<file path="config.mk">
export PLATFORM = sky130hd
export DESIGN_NAME = dac_module
export DESIGN_NICKNAME = d
export VERILOG_FILES = /design/src/rtl/dac_module.sv
export SDC_FILE = /design/constraint.sdc
export NUM_CORES = 1
export LEC_CHECK = 0
export ABC_AREA = 1
export CAP_MARGIN = 5
export CELL_PAD_IN_SITES_DETAIL_PLACEMENT = 1
export CELL_PAD_IN_SITES_GLOBAL_PLACEMENT = 1
export CORE_UTILIZATION = 45
export DETAILED_ROUTE_END_ITERATION = 16
export GPL_TIMING_DRIVEN = 0
export PLACE_DENSITY = 0.73
export SLEW_MARGIN = 20
export SYNTH_ARGS = -nofsm -noshare
export SYNTH_HDL_FRONTEND = slang
export SYNTH_SLANG_ARGS = --single-unit
</file>
<file path="constraint.sdc">
create_clock -name clk_PSRAM -period 6.6 [get_ports clk_PSRAM]
set_input_delay 0.99 -clock clk_PSRAM [delete_from_list [all_inputs] [get_ports clk_PSRAM]]
set_output_delay 0.99 -clock clk_PSRAM [all_outputs]
set_load 0.01 [all_outputs]
</file>
<file path="src/rtl/dac_module.sv">
// dac_module: buffers 12-bit playback samples arriving on a valid/ready
// handshake in the clk_PSRAM domain. It divides clk_PSRAM down to the DAC
// sample clock and presents one sample per clk_DAC period. Each new sample is
// launched on the clk_DAC falling edge, so it is stable at the rising edge.
module dac_module #(
   parameter int                DATA_W        = 12,
   parameter int                CLK_DIV       = 4,
   parameter int                FIFO_DEPTH    = 16,
   parameter int                PRIME_SAMPLES = 4,
   parameter logic [DATA_W-1:0] MIDSCALE      = 12'h800
) (
   input  logic                          clk_PSRAM,
   input  logic                          rst,
   input  logic                          dac_enable,
   input  logic                          dac_valid,
   input  logic [DATA_W-1:0]             dac_in,
   output logic                          dac_ready,
   output logic                          clk_DAC,
   output logic [DATA_W-1:0]             dac_out,
   output logic                          dac_running,
   output logic                          dac_underrun,
   output logic [$clog2(FIFO_DEPTH):0]   fifo_level
);

   localparam int PTR_W = $clog2(FIFO_DEPTH);
   localparam int LVL_W = PTR_W + 1;
   localparam int CNT_W = $clog2(CLK_DIV);

   localparam logic [CNT_W-1:0] CNT_LAST     = CNT_W'(CLK_DIV - 1);
   localparam logic [CNT_W-1:0] CNT_RISE_PRE = CNT_W'(CLK_DIV / 2 - 1);
   localparam logic [LVL_W-1:0] LVL_FULL     = LVL_W'(FIFO_DEPTH);
   localparam logic [LVL_W-1:0] LVL_PRIME    = LVL_W'(PRIME_SAMPLES);

   typedef enum logic [1:0] {
      ST_IDLE  = 2'd0,
      ST_PRIME = 2'd1,
      ST_RUN   = 2'd2
   } state_t;

   state_t              r_state;
   logic [CNT_W-1:0]    r_cnt;
   logic                r_clk_dac;
   logic [DATA_W-1:0]   r_dac_out;
   logic                r_running;
   logic                r_underrun;
   logic [PTR_W-1:0]    r_wr_ptr;
   logic [PTR_W-1:0]    r_rd_ptr;
   logic [LVL_W-1:0]    r_level;
   logic [DATA_W-1:0]   r_mem [FIFO_DEPTH];

   logic                w_ready;
   logic                w_push;
   logic                w_fall;
   logic                w_empty;
   logic                w_pop;
   logic [DATA_W-1:0]   w_head;

   // Handshake, fall-boundary detection and pop decision from registered state.
   always_comb begin
      w_ready = 1'b0;
      w_push  = 1'b0;
      w_fall  = 1'b0;
      w_empty = 1'b0;
      w_pop   = 1'b0;
      w_head  = r_mem[r_rd_ptr];

      w_ready = dac_enable && !rst && (r_level < LVL_FULL);
      w_push  = dac_valid && w_ready;
      w_fall  = (r_state != ST_IDLE) && (r_cnt == CNT_LAST);
      w_empty = (r_level == {LVL_W{1'b0}});

      // Pops only happen at a fall boundary: in RUN whenever data is there,
      // in PRIME only once the buffer has reached the priming level.
      if (!dac_enable) begin
         w_pop = 1'b0;
      end else if (!w_fall) begin
         w_pop = 1'b0;
      end else if (r_state == ST_RUN) begin
         w_pop = !w_empty;
      end else if (r_state == ST_PRIME) begin
         w_pop = (r_level >= LVL_PRIME);
      end else begin
         w_pop = 1'b0;
      end
   end

   // Control FSM, clock divider and registered DAC-side outputs.
   always_ff @(posedge clk_PSRAM) begin
      if (rst) begin
         r_state    <= ST_IDLE;
         r_cnt      <= {CNT_W{1'b0}};
         r_clk_dac  <= 1'b0;
         r_dac_out  <= MIDSCALE;
         r_running  <= 1'b0;
         r_underrun <= 1'b0;
      end else if (!dac_enable) begin
         // Stop: park the outputs; the underrun flag survives for software.
         r_state    <= ST_IDLE;
         r_cnt      <= {CNT_W{1'b0}};
         r_clk_dac  <= 1'b0;
         r_dac_out  <= MIDSCALE;
         r_running  <= 1'b0;
      end else begin
         case (r_state)
            ST_IDLE: begin
               r_state    <= ST_PRIME;
               r_underrun <= 1'b0;
               r_cnt      <= {CNT_W{1'b0}};
               r_clk_dac  <= 1'b0;
               r_dac_out  <= MIDSCALE;
               r_running  <= 1'b0;
            end
            ST_PRIME, ST_RUN: begin
               if (w_fall) begin
                  r_cnt     <= {CNT_W{1'b0}};
                  r_clk_dac <= 1'b0;
               end else begin
                  r_cnt <= r_cnt + CNT_W'(1);
                  if (r_cnt == CNT_RISE_PRE) begin
                     r_clk_dac <= 1'b1;
                  end
               end
               if (w_pop) begin
                  r_dac_out <= w_head;
                  r_state   <= ST_RUN;
                  r_running <= 1'b1;
               end else if (w_fall && (r_state == ST_RUN)) begin
                  // Starved: hold the last code and stay in RUN.
                  r_underrun <= 1'b1;
               end
            end
            default: begin
               r_state    <= ST_IDLE;
               r_cnt      <= {CNT_W{1'b0}};
               r_clk_dac  <= 1'b0;
               r_dac_out  <= MIDSCALE;
               r_running  <= 1'b0;
            end
         endcase
      end
   end

   // FIFO pointers and occupancy; stopping playback discards buffered data.
   always_ff @(posedge clk_PSRAM) begin
      if (rst) begin
         r_wr_ptr <= {PTR_W{1'b0}};
         r_rd_ptr <= {PTR_W{1'b0}};
         r_level  <= {LVL_W{1'b0}};
      end else if (!dac_enable) begin
         r_wr_ptr <= {PTR_W{1'b0}};
         r_rd_ptr <= {PTR_W{1'b0}};
         r_level  <= {LVL_W{1'b0}};
      end else begin
         if (w_push) begin
            r_wr_ptr <= r_wr_ptr + PTR_W'(1);
         end
         if (w_pop) begin
            r_rd_ptr <= r_rd_ptr + PTR_W'(1);
         end
         case ({w_push, w_pop})
            2'b10:   r_level <= r_level + LVL_W'(1);
            2'b01:   r_level <= r_level - LVL_W'(1);
            default: r_level <= r_level;
         endcase
      end
   end

   // Sample storage; contents need no reset because the pointers gate them.
   always_ff @(posedge clk_PSRAM) begin
      if (w_push) begin
         r_mem[r_wr_ptr] <= dac_in;
      end
   end

   assign dac_ready    = w_ready;
   assign clk_DAC      = r_clk_dac;
   assign dac_out      = r_dac_out;
   assign dac_running  = r_running;
   assign dac_underrun = r_underrun;
   assign fifo_level   = r_level;

endmodule

</file>
Word-level counts from Yosys, hierarchy flattened
Memories as Yosys holds them, arrays and structs flattened. A register that Yosys moved wholly into a read port is not among the register bits.
Index checks and enable logic that the tools add are counted.
W data, S select, Z words.
- flip-flop bits (word level): 20
- output and inout bits: 21
- memories kept: 1
- bits in writable memories: 192
- memory list (memory ; depth ; bits a word ; read ports ; clocked after memory_dff ; write ports ; line ; text):
    r_mem ; 16 ; 12 ; 1 ; 1 ; 1 ; 49 ; logic [DATA_W-1:0] r_mem [FIFO_DEPTH];
- add/sub/neg operators: 5
- $lt $le $gt $ge: 2
- equal/unequal tests: 9
- reduce and logical (&&, ||, !) cells: 17
- mux-type cells: 12
- bitwise operators: 2
- operators by type and width (kind ; count):
    $pmux W5 S2 ; 1
    $add A4 B1 Y4 const B ; 2
    $mux W1 ; 8
    $eq A2 B1 Y1 const B ; 3
    $eq A2 B2 Y1 const B ; 3
    $ne A2 B2 Y1 const B ; 3
    $reduce_bool A2 Y1 ; 3
    $add A5 B1 Y5 const B ; 1
    $ge A5 B3 Y1 const B ; 1
    $logic_and A1 B1 Y1 ; 5
    $logic_not A5 Y1 ; 1
    $lt A5 B5 Y1 const B ; 1
    $sub A5 B1 Y5 const B ; 1
    $pmux W2 S2 ; 1
    $reduce_and A4 Y1 ; 1
    $reduce_or A2 Y1 ; 2
    $reduce_or A4 Y1 ; 1
    $reduce_or A3 Y1 ; 1
    $add A2 B1 Y2 const B ; 1
    $logic_not A1 Y1 ; 2
    $logic_not A2 Y1 ; 1
    $mux W2 ; 1
    $not A1 Y1 ; 2
    $pmux W1 S2 ; 1

Longest topological paths before layout
Gate-level depths: netlist of the first run.
- depth after elaboration: 7
- depth in mapped cells: 19
- depth with buffers taken out: 18

Worst setup path after synthesis of the first run
No wires, ideal clock.
- path kind: in2reg
- start: input port dac_enable
- end: register r_level[4], in the netlist fifo_level[4]
- stages: 15
- library setup time: 70 ps
- data arrival time: 2763 ps
- setup slack: 3768 ps
- path buffers: 1
- required time: 6530 ps
- path through: inv_1 nor3_4 nand2_4 inv_4 buf_6 ha_1 inv_1 fa_1 inv_1 nand2_1 a21boi_0 o21bai_1 nand2_1 nand2_1 a21oi_1
- RTL lines (what ; line ; text):
    start, declared ; 14 ; input logic dac_enable,
    $mux W1 (*) ; 74 ; if (!dac_enable) begin
    net w_pop ; 55 ; logic w_pop;
    $eq A2 B1 Y1 / $eq A2 B2 Y1 (equally long branches) ; 160 ; case ({w_push, w_pop})
    $pmux W5 S2 / $reduce_bool A2 Y1 (equally long branches) ; -- ;
    end signal, assigned ; 161 ; 2'b10: r_level <= r_level + LVL_W'(1);
    end signal, assigned ; 162 ; 2'b01: r_level <= r_level - LVL_W'(1);
    end signal, assigned ; 163 ; default: r_level <= r_level;
    end, declared ; 48 ; logic [LVL_W-1:0] r_level;
The timed path passes the listed nets; every way through them passes the cells marked *.
A chain may end at the register's enable or synchronous reset.

Worst setup path in the final report of the first run
- start: input port dac_enable
- end: output port dac_ready
- longest elaborated chain between the ends: 2
- ends and longest elaborated chain (what ; line ; text):
    $logic_and A1 B1 Y1 (2 in a row) ; 67 ; w_ready = dac_enable && !rst && (r_level < LVL_FULL);
    end, declared ; 17 ; output logic dac_ready,
No other way between the ends.

==> out/results.ini, run 1 <==
[clock_tree]
hold_buffers=0
clkLatencyLatePin_ps=510
cts-root-buf=clkbuf_16
clock_sinks=224
cts_tree=done
cts_setup_buffers=0
cts-buffers-inserted=25
post_cts_resized=0
htreeDepth=1
clk_path_buf_depth=3
clk_pin_slew_worst_paths_ps=60

[yosys]
syn_inst=970
ys_seq_area_frac=0.6589
synth_seq_cells=224
synth_top_family_by_area=simple AND/OR/NAND/NOR gates
synth_xor_area_frac=0.004504
synth_fa_ha_area_frac=0.02007
synthMuxAreaShare=0
syn_area_per_cell_um2=10.02
async_flop_share=0
synth_edf_count=192
synth-compound-area-share=0.01686
synthesis.area_mm2=0.009723
yosysWarnings=0
synth_nets=1001
synthFlopType=edfxtp_1
synth_cell_types=27
synthSimpleGateAreaFrac=0.2220

[final_layout]
num-nets-final=1067
seqCellArea_mm2=0.006406
multi_input_area_mm2=0.002601
drive_above_1_share=0.08650
stdcell_count=1327
diodes=0
syn_to_final_growth_pct=15.53
final.fill_count=2343

[die]
die_w_um=149.0
die_area_mm2=0.02220
rows=53
dieHeight_um=149.0
core-area_mm2=0.02109
pin_count=37
initial_core_util=0.4611

[sta]
final.period_utilization=0.4948
worstMarginPinSlew_ps=1011
hold_violations=0
slew_viol_final=0
grt_setup_unrepaired=false
slew_headroom=0.3239
setup_viol=0
period_needed_ps=3266
skew_ps=13.11
fin_tns_setup_ps=0
timing.fmax_mhz=306.2

[placement]
dp_cells=1284
post-dp-hpwl_mm=19.57
finalWeightedCongestion=0.8885
port_buffers=36

[global_route]
grt_overflow=0
antenna_found_initial=1
met3_usage=0.03456
met2_usage=0.4381
grt.busiest_layer=met2
grt.total_usage=0.2683
first_global_vias=7035
grt_start_max_net_pins=17
grt_first_pass_wirelength_mm=43.18
met1_usage=0.3771

[run]
cap_viol_max_count=0

[detailed_routing]
avgViaCountPerCell=5.261
drt_iter0_markers=632
drc=0
firstDrtPassIters=5
wl_per_cell_um=21.67
antenna_left=0
wirelength_mm=28.75
num_vias=6981

[setup_path]
start_kind=input pin
startpoint=dac_enable
cp_data_required_time_ps=5610
critPathMaxFanout=3
reg2reg_from=r_state[0]
arrival_ps=2280
endpoint_kind=primary output
critPathKind=input pin to primary output

[pwr]
peakVddDrop_mv=0.2346
p_per_area_mw_per_mm2=256.2
leakage_nw=4.611

[min_path]
hold_path.class=flop to flop
worstHoldStart=dac_running

[status]
status=complete, no violations

==> final cells by class <==
class,count,area share
sequential,224,0.5703
timing repair buffer,39,0.03575
multi-input combinational,572,0.2316
clock inverter,7,0.005124
buffer,43,0.02306
clock buffer,36,0.05937
inverter,131,0.04422
tap,275,0.03063
==> flip-flops by register name (all words and copies together), names as in the netlist <==
signal        cells
r_wr_ptr          4
r_rd_ptr          4
r_state           2
dac_underrun      1
fifo_level        5
dac_running       1
r_cnt             2
dac_out          12
r_mem           192
clk_DAC           1
==> placed cells by master (no fill, tap or decap), drive strengths merged, types with 2 or more instances in the layout <==
cell type / n
clkdlybuf4s50: 36
a21oi: 16
clkinv: 6
edfxtp: 192
ha: 14
dfxtp: 32
nor3: 2
clkbuf: 45
nor2: 63
xor2: 4
o21ai: 13
nand2: 321
buf: 37
nand4: 4
nand3: 131
inv: 131
==> power breakdown <==
part           switching (mW)  internal, mW  total [mW]
Sequential            0.00231          1.54        1.54
Clock                   0.543         0.735        1.28
Combinational          0.0420        0.0152      0.0572
Total                   0.587          2.29        2.88
==> worst paths after layout <==
kind         slack [ps]            end  cells after the start
min reg2reg         460    dac_running                      2
min                 460    dac_running                      2
max                3330      dac_ready                      4
max reg2reg        3690  fifo_level[4]                     18
==> synthesized netlist by cell type (2+ instances only) <==
cell type,n,area (µm²)
edfxtp_1,192,5766
dfxtp_1,32,640.6
inv_1,128,480.5
nor2_1,62,232.7
nand2_1,320,1201
buf_4,2,15.01
ha_1,14,175.2
o21ai_0,11,55.05
clkbuf_1,9,33.78
o21ai_1,2,10.01
nand4_1,4,25.02
nand3_1,131,655.6
buf_6,8,90.09
inv_4,2,12.51
a21oi_1,15,75.07
buf_2,24,120.1
xor2_1,4,35.03
==> routing by layer <==
layer / up-vias / share of wire
met3: 42 / 0.062
met4: 0 / 0.026
met1: 3456 / 0.43
met2: 211 / 0.48
li1: 3272 / -
met5: - / 0
==> critical path, cell delays in order <==
cell and delay, ps:
clkdlybuf4s50_1 510, nand2_1 90, nor2_1 130, clkdlybuf4s50_1 550
==> cells by family (layout without fill, tap and decap cells) <==
logic type	after synthesis	in the layout
AO/OA/AOI/OAI	31	31
AND/OR/NAND/NOR	521	521
adder cells (fa/ha/maj)	15	15
flip-flops	224	224
XOR/XNOR	5	5
buffers and inverters	174	256
==> through the flow <==
stage	worst slack (ps)	total power, mW	hold WS, ps	area, µm²	util
global route	3063	2.946	505.8	11230	0.5327
floorplan	3768	1.587	421.5	9723	-
CTS	3341	2.891	470.8	11230	0.5325
global placement	2822	1.626	435.5	10430	0.4945
finish	3334	2.878	464.0	11230	0.5327
detailed placement	2920	1.628	456.1	10500	0.4981
Note: power is estimated with default switching activity, not from simulation.
==> run 2: changes to the inputs <==
==> constraint.sdc (replaced) <==
create_clock -name clk_PSRAM -period 3.13 [get_ports clk_PSRAM]
set_input_delay 0.4695 -clock clk_PSRAM [delete_from_list [all_inputs] [get_ports clk_PSRAM]]
set_output_delay 0.4695 -clock clk_PSRAM [all_outputs]
set_load 0.01 [all_outputs]
==> run 2 against run 1 <==
Clock-buffer cell count did not move. Worst hold slack improved by 0.86 ps. Combinational power rose by 110%. Global-route usage did not move. Register-to-register slack got worse by 3300 ps. Worst setup slack got worse by 2900 ps. Sequential cell count did not move. Clock skew barely moved. Critical path depth rose by 14. Core utilization rose by 0.059 points. Via count fell by 0.11%. Final cell count did not move. Largest cell class unchanged. Largest power group unchanged. Highest routed layer unchanged.
==> out/results.ini, run 2 (same netlist as run 1, synthesis figures left out) <==
[die]
core-area_mm2=0.02109  ; unchanged
die_area_mm2=0.02220  ; unchanged
pin_count=37  ; unchanged
dieHeight_um=149.0  ; unchanged
die_w_um=149.0  ; unchanged
rows=53  ; unchanged
initial_core_util=0.4611  ; unchanged

[setup_path]
critPathKind=flop to flop  ; was input pin to primary output
cp_data_required_time_ps=3580  ; was 5610 ps
start_kind=flop  ; was input pin
endpoint_kind=flop  ; was primary output
critPathMaxFanout=10  ; was 3
arrival_ps=3180  ; was 2280 ps

[final_layout]
seqCellArea_mm2=0.006406  ; unchanged
multi_input_area_mm2=0.002614  ; was 0.002601 mm²
final.fill_count=2340  ; was 2343
stdcell_area_mm2=0.01125  ; was 0.01123 mm²
syn_to_final_growth_pct=15.66  ; was 15.53%
stdcell_count=1327  ; unchanged
diodes=0  ; unchanged
largest_reg_flops=192  ; unchanged
layout_commonest_cell=nand2_1  ; unchanged
num-nets-final=1067  ; unchanged
largest_register=r_mem  ; unchanged
drive_above_1_share=0.08745  ; was 0.08650
layout_common_cells=nand2_1 (320), edfxtp_1 (192), nand3_1 (131)  ; unchanged

[clock_tree]
cts_setup_buffers=0  ; unchanged
cts_tree=done  ; unchanged
clk_path_buf_depth=3  ; unchanged
clkLatencyLatePin_ps=510  ; about the same
clock_sinks=224  ; unchanged
hold_buffers=0  ; unchanged
cts-buffers-inserted=25  ; unchanged
cts-root-buf=clkbuf_16  ; unchanged
post_cts_resized=0  ; unchanged
htreeDepth=1  ; unchanged
clk_pin_slew_worst_paths_ps=60  ; about the same

[placement]
dp_cells=1284  ; unchanged
dpl_cell_area_mm2=0.01050  ; unchanged
finalWeightedCongestion=0.8885  ; unchanged
port_buffers=36  ; unchanged
post-dp-hpwl_mm=19.57  ; unchanged

[min_path]
hold_path.class=flop to flop  ; unchanged

[sta]
period_needed_ps=2731
timing.fmax_mhz=366.1
final.period_utilization=0.8726
grt_setup_unrepaired=false  ; unchanged
slew_headroom=0.3247  ; was 0.3239
slew_viol_final=0  ; unchanged
setup_viol=0  ; unchanged
worstMarginPinSlew_ps=1010  ; was 1011 ps
skew_ps=13.38  ; was 13.11 ps
hold_violations=0  ; unchanged

[global_route]
grt_start_max_net_pins=17  ; unchanged
first_global_vias=7035  ; unchanged
antenna_found_initial=1  ; unchanged
grt_first_pass_wirelength_mm=43.18  ; unchanged
grt_overflow=0  ; unchanged
grt.total_usage=0.2683  ; unchanged

[pwr]
peakVddDrop_mv=0.4931  ; was 0.2346 mV
leakage_nw=4.612  ; was 4.611 nW
p_per_area_mw_per_mm2=539.2  ; was 256.2 mW/mm²

[detailed_routing]
wl_per_cell_um=21.64  ; was 21.67 µm
drc=0  ; unchanged
firstDrtPassIters=5  ; unchanged
drt_iter0_markers=657  ; was 632
avgViaCountPerCell=5.255  ; was 5.261
num_vias=6973  ; was 6981
antenna_left=0  ; unchanged
met2_length_mm=13.71  ; was 13.79 mm
wirelength_mm=28.72  ; was 28.75 mm
dr.max_layer_used=met4  ; unchanged
wl_met1_mm=12.67  ; was 12.44 mm
dr_wl_met3_mm=1.582  ; was 1.769 mm

[run]
cap_viol_max_count=0  ; unchanged

[status]
status=complete, no violations  ; unchanged

-- run 2: routing by layer --
| metal | GRT usage | vias up |
|---|---|---|
| li1 | - | 3274 |
| met1 | 0.3771 | 3448 |
| met2 | 0.4381 | 209 |
| met3 | 0.03456 | 42 |
| met4 | 0.07296 | 0 |
| met5 | 0 | - |
-- run 2: per-stage QoR --
| stage | power [mW] | TNS (ps) | util | worst slack (ps) | hold WS (ps) |
|---|---|---|---|---|---|
| floorplan | 3.345 | 0 | - | 633.3 | 421.5 |
| global placement | 3.429 | -5016 | 0.4945 | -127.4 | 435.5 |
| detailed placement | 3.433 | -29.40 | 0.4981 | -29.40 | 456.1 |
| CTS | 6.096 | 0 | 0.5325 | 203.2 | 470.8 |
| global route | 6.212 | 0 | 0.5333 | 90.70 | 505.8 |
| finish | 6.064 | 0 | 0.5333 | 398.8 | 464.8 |
-- run 2: final timing paths --
| path | from | endpoint | slack [ps] | cells past startpoint |
|---|---|---|---|---|
| setup / recovery | r_state[0] | fifo_level[4] | 400 | 18 |
| hold / removal | dac_running | dac_running | 460 | 2 |
| setup reg to reg | r_state[0] | fifo_level[4] | 400 | 18 |
| hold reg to reg | dac_running | dac_running | 460 | 2 |
-- run 2: worst max-delay path: stages, from the launching register on --
cell and delay [ps]:
dfxtp_1 370, inv_1 80, ha_1 230, nor2_1 110, inv_1 90, nor3_4 160
nand2_4 130, inv_4 140, buf_6 170, ha_4 170, inv_1 60, fa_1 400
inv_1 70, nand2_1 60, a21boi_1 130, o21bai_1 70, nand2_1 70, nand2_1 50
a21oi_1 110
-- run 2: power breakdown --
part / total [mW] / switching (mW) / internal [mW] / leakage, nW
clock: 2.69 / 1.14 / 1.55 / 0.354
combinational: 0.120 / 0.0879 / 0.0326 / 2.27
sequential: 3.25 / 0.00485 / 3.25 / 1.99
-- run 2: layout make-up --
cell class              instances  share of cell area
well taps                     275             0.03060
clock buffers                  36             0.05930
clock inverters                 7            0.005118
repair buffers                 39             0.03571
multi-input cells             572              0.2324
flip-flops and latches        224              0.5696
inverters                     131             0.04417
plain buffers                  43             0.02303
==> run 3: changes to the inputs <==
--- a/config.mk
+++ b/config.mk
@@ -9,10 +9,10 @@
 export CAP_MARGIN = 5
 export CELL_PAD_IN_SITES_DETAIL_PLACEMENT = 1
 export CELL_PAD_IN_SITES_GLOBAL_PLACEMENT = 1
-export CORE_UTILIZATION = 45
+export CORE_UTILIZATION = 48
 export DETAILED_ROUTE_END_ITERATION = 16
 export GPL_TIMING_DRIVEN = 0
-export PLACE_DENSITY = 0.73
+export PLACE_DENSITY = 0.77
 export SLEW_MARGIN = 20
 export SYNTH_ARGS = -nofsm -noshare
 export SYNTH_HDL_FRONTEND = slang
==> run 3 against run 2 <==
Clock power grew 1%. Largest power group unchanged. Critical path type unchanged. Via count grew 2.5%. Non-clock buffer count grew 1. Die area shrank 6.2%.
==> out/results.ini, run 3 (same netlist as run 1, synthesis figures left out) <==
[sta]
grt_setup_unrepaired=false  ; unchanged
hold_ws_ps=452.5  ; was 464.8 ps
setup_viol=0  ; unchanged
slew_headroom=0.3212  ; was 0.3247
final.period_utilization=0.9102  ; was 0.8726
timing.fmax_mhz=351.0  ; was 366.1 MHz
skew_ps=11.12  ; was 13.38 ps
period_needed_ps=2849  ; was 2731 ps
fin_ws_ps=281.0  ; was 398.8 ps
slew_viol_final=0  ; unchanged
worstMarginPinSlew_ps=1015  ; was 1010 ps
fin_tns_setup_ps=0  ; unchanged
hold_violations=0  ; unchanged

[global_route]
met3_usage=0.05563  ; was 0.03456
grt.total_usage=0.2968  ; was 0.2683
grt.busiest_layer=met2  ; unchanged
antenna_found_initial=0  ; was 1
met2_usage=0.4987  ; was 0.4381
met1_usage=0.3737  ; was 0.3771
first_global_vias=7374  ; was 7035
grt_start_max_net_pins=17  ; unchanged
grt_overflow=0  ; unchanged
grt_first_pass_wirelength_mm=43.65  ; was 43.18 mm

[die]
rows=51  ; was 53
die_w_um=144.3  ; was 149.0 µm
initial_core_util=0.4947  ; was 0.4611
pin_count=37  ; unchanged
die_area_mm2=0.02083  ; was 0.02220 mm²
dieHeight_um=144.3  ; was 149.0 µm
core-area_mm2=0.01965  ; was 0.02109 mm²

[detailed_routing]
wirelength_mm=29.49  ; was 28.72 mm
drc=0  ; unchanged
firstDrtPassIters=5  ; unchanged
wl_per_cell_um=22.37  ; was 21.64 µm
antenna_left=0  ; unchanged
num_vias=7150  ; was 6973
drt_iter0_markers=675  ; was 657
avgViaCountPerCell=5.425  ; was 5.255

[placement]
dpl_cell_area_mm2=0.01051  ; was 0.01050 mm²
finalWeightedCongestion=0.8817  ; was 0.8885
post-dp-hpwl_mm=19.52  ; was 19.57 mm
pre_cts_ws_ps=-74.28  ; was -29.40 ps
port_buffers=36  ; unchanged
dp_cells=1275  ; was 1284

[clock_tree]
cts_tree=done  ; unchanged
htreeDepth=1  ; unchanged
cts-root-buf=clkbuf_16  ; unchanged
clk_path_buf_depth=3  ; unchanged
clk_pin_slew_worst_paths_ps=60  ; about the same
cts-buffers-inserted=24  ; was 25
clkLatencyLatePin_ps=520  ; was 510 ps
clock_sinks=224  ; unchanged

[final_layout]
layout_common_cells=nand2_1 (320), edfxtp_1 (192), nand3_1 (131)  ; unchanged
syn_to_final_growth_pct=15.83  ; was 15.66%
layout_commonest_cell=nand2_1  ; unchanged
largest_register=r_mem  ; unchanged
stdcell_area_mm2=0.01126  ; was 0.01125 mm²
stdcell_count=1318  ; was 1327
largest_reg_flops=192  ; unchanged
num-nets-final=1067  ; unchanged
diodes=0  ; unchanged
final_core_util=0.5730  ; was 0.5333
drive_above_1_share=0.08737  ; was 0.08745

[pwr]
p_total_mw=6.103  ; was 6.064 mW
peakVddDrop_mv=0.4434  ; was 0.4931 mV
p_per_area_mw_per_mm2=541.9  ; was 539.2 mW/mm²
leakage_nw=4.623  ; was 4.612 nW

[setup_path]
critPathKind=flop to flop  ; unchanged
arrival_ps=3300  ; was 3180 ps
critPathMaxFanout=10  ; unchanged
cp_data_required_time_ps=3590  ; was 3580 ps
endpoint_kind=flop  ; unchanged
start_kind=flop  ; unchanged

[run]
cap_viol_max_count=0  ; unchanged

[status]
status=complete, no violations  ; unchanged

[min_path]
hold_path.class=flop to flop  ; unchanged

## run 3: cell count changes in the layout (fill, tap and decap cells not counted), sizes merged
cell,previous run,this run
buf,37,38
clkbuf,45,47
clkinv,6,3
inv,131,132
## run 3: critical path: stages (launching register included)
cell	delay, ps
dfxtp_1	370
inv_1	80
ha_1	250
nor2_1	110
inv_1	100
nor3_4	160
nand2_4	130
inv_4	140
buf_6	200
ha_4	180
inv_1	50
fa_1	400
inv_1	70
nand2_1	60
a21boi_0	170
o21bai_1	100
nand2_1	60
nand2_1	40
a21oi_1	110
## run 3: metal layers
metal	vias up	wire [µm]
li1	3286	-
met3	75	2009
met2	267	14250
met4	0	1261
met1	3522	11960
met5	-	0
## run 3: report_power, final
group	internal [mW]	switching (mW)	leakage [nW]
logic	0.0328	0.0899	2.28
clock network	1.59	1.13	0.359
registers	3.25	0.00455	1.99
## run 3: timing repair
action,CTS,global route
hold buffers,0,0
setup endpoints to repair,0,1
setup buffers,0,0
resized for setup,0,2
## run 3: worst paths after layout
path	startpoint	endpoint	slack (ps)	cells past startpoint
max	r_state[0]	fifo_level[4]	280	18
min	r_cnt[0]	r_cnt[0]	450	1
max reg2reg	r_state[0]	fifo_level[4]	280	18
min reg2reg	r_cnt[0]	r_cnt[0]	450	1
## run 3: final cells by class
type | count | area [µm²]
timing repair buffer | 40 | 412.9
tap | 265 | 331.6
multi-input combinational | 572 | 2614
clock inverter | 5 | 47.55
fill | 2186 | 8392
sequential | 224 | 6406
inverter | 131 | 496.7
clock buffer | 38 | 694.4
buffer | 43 | 259.0
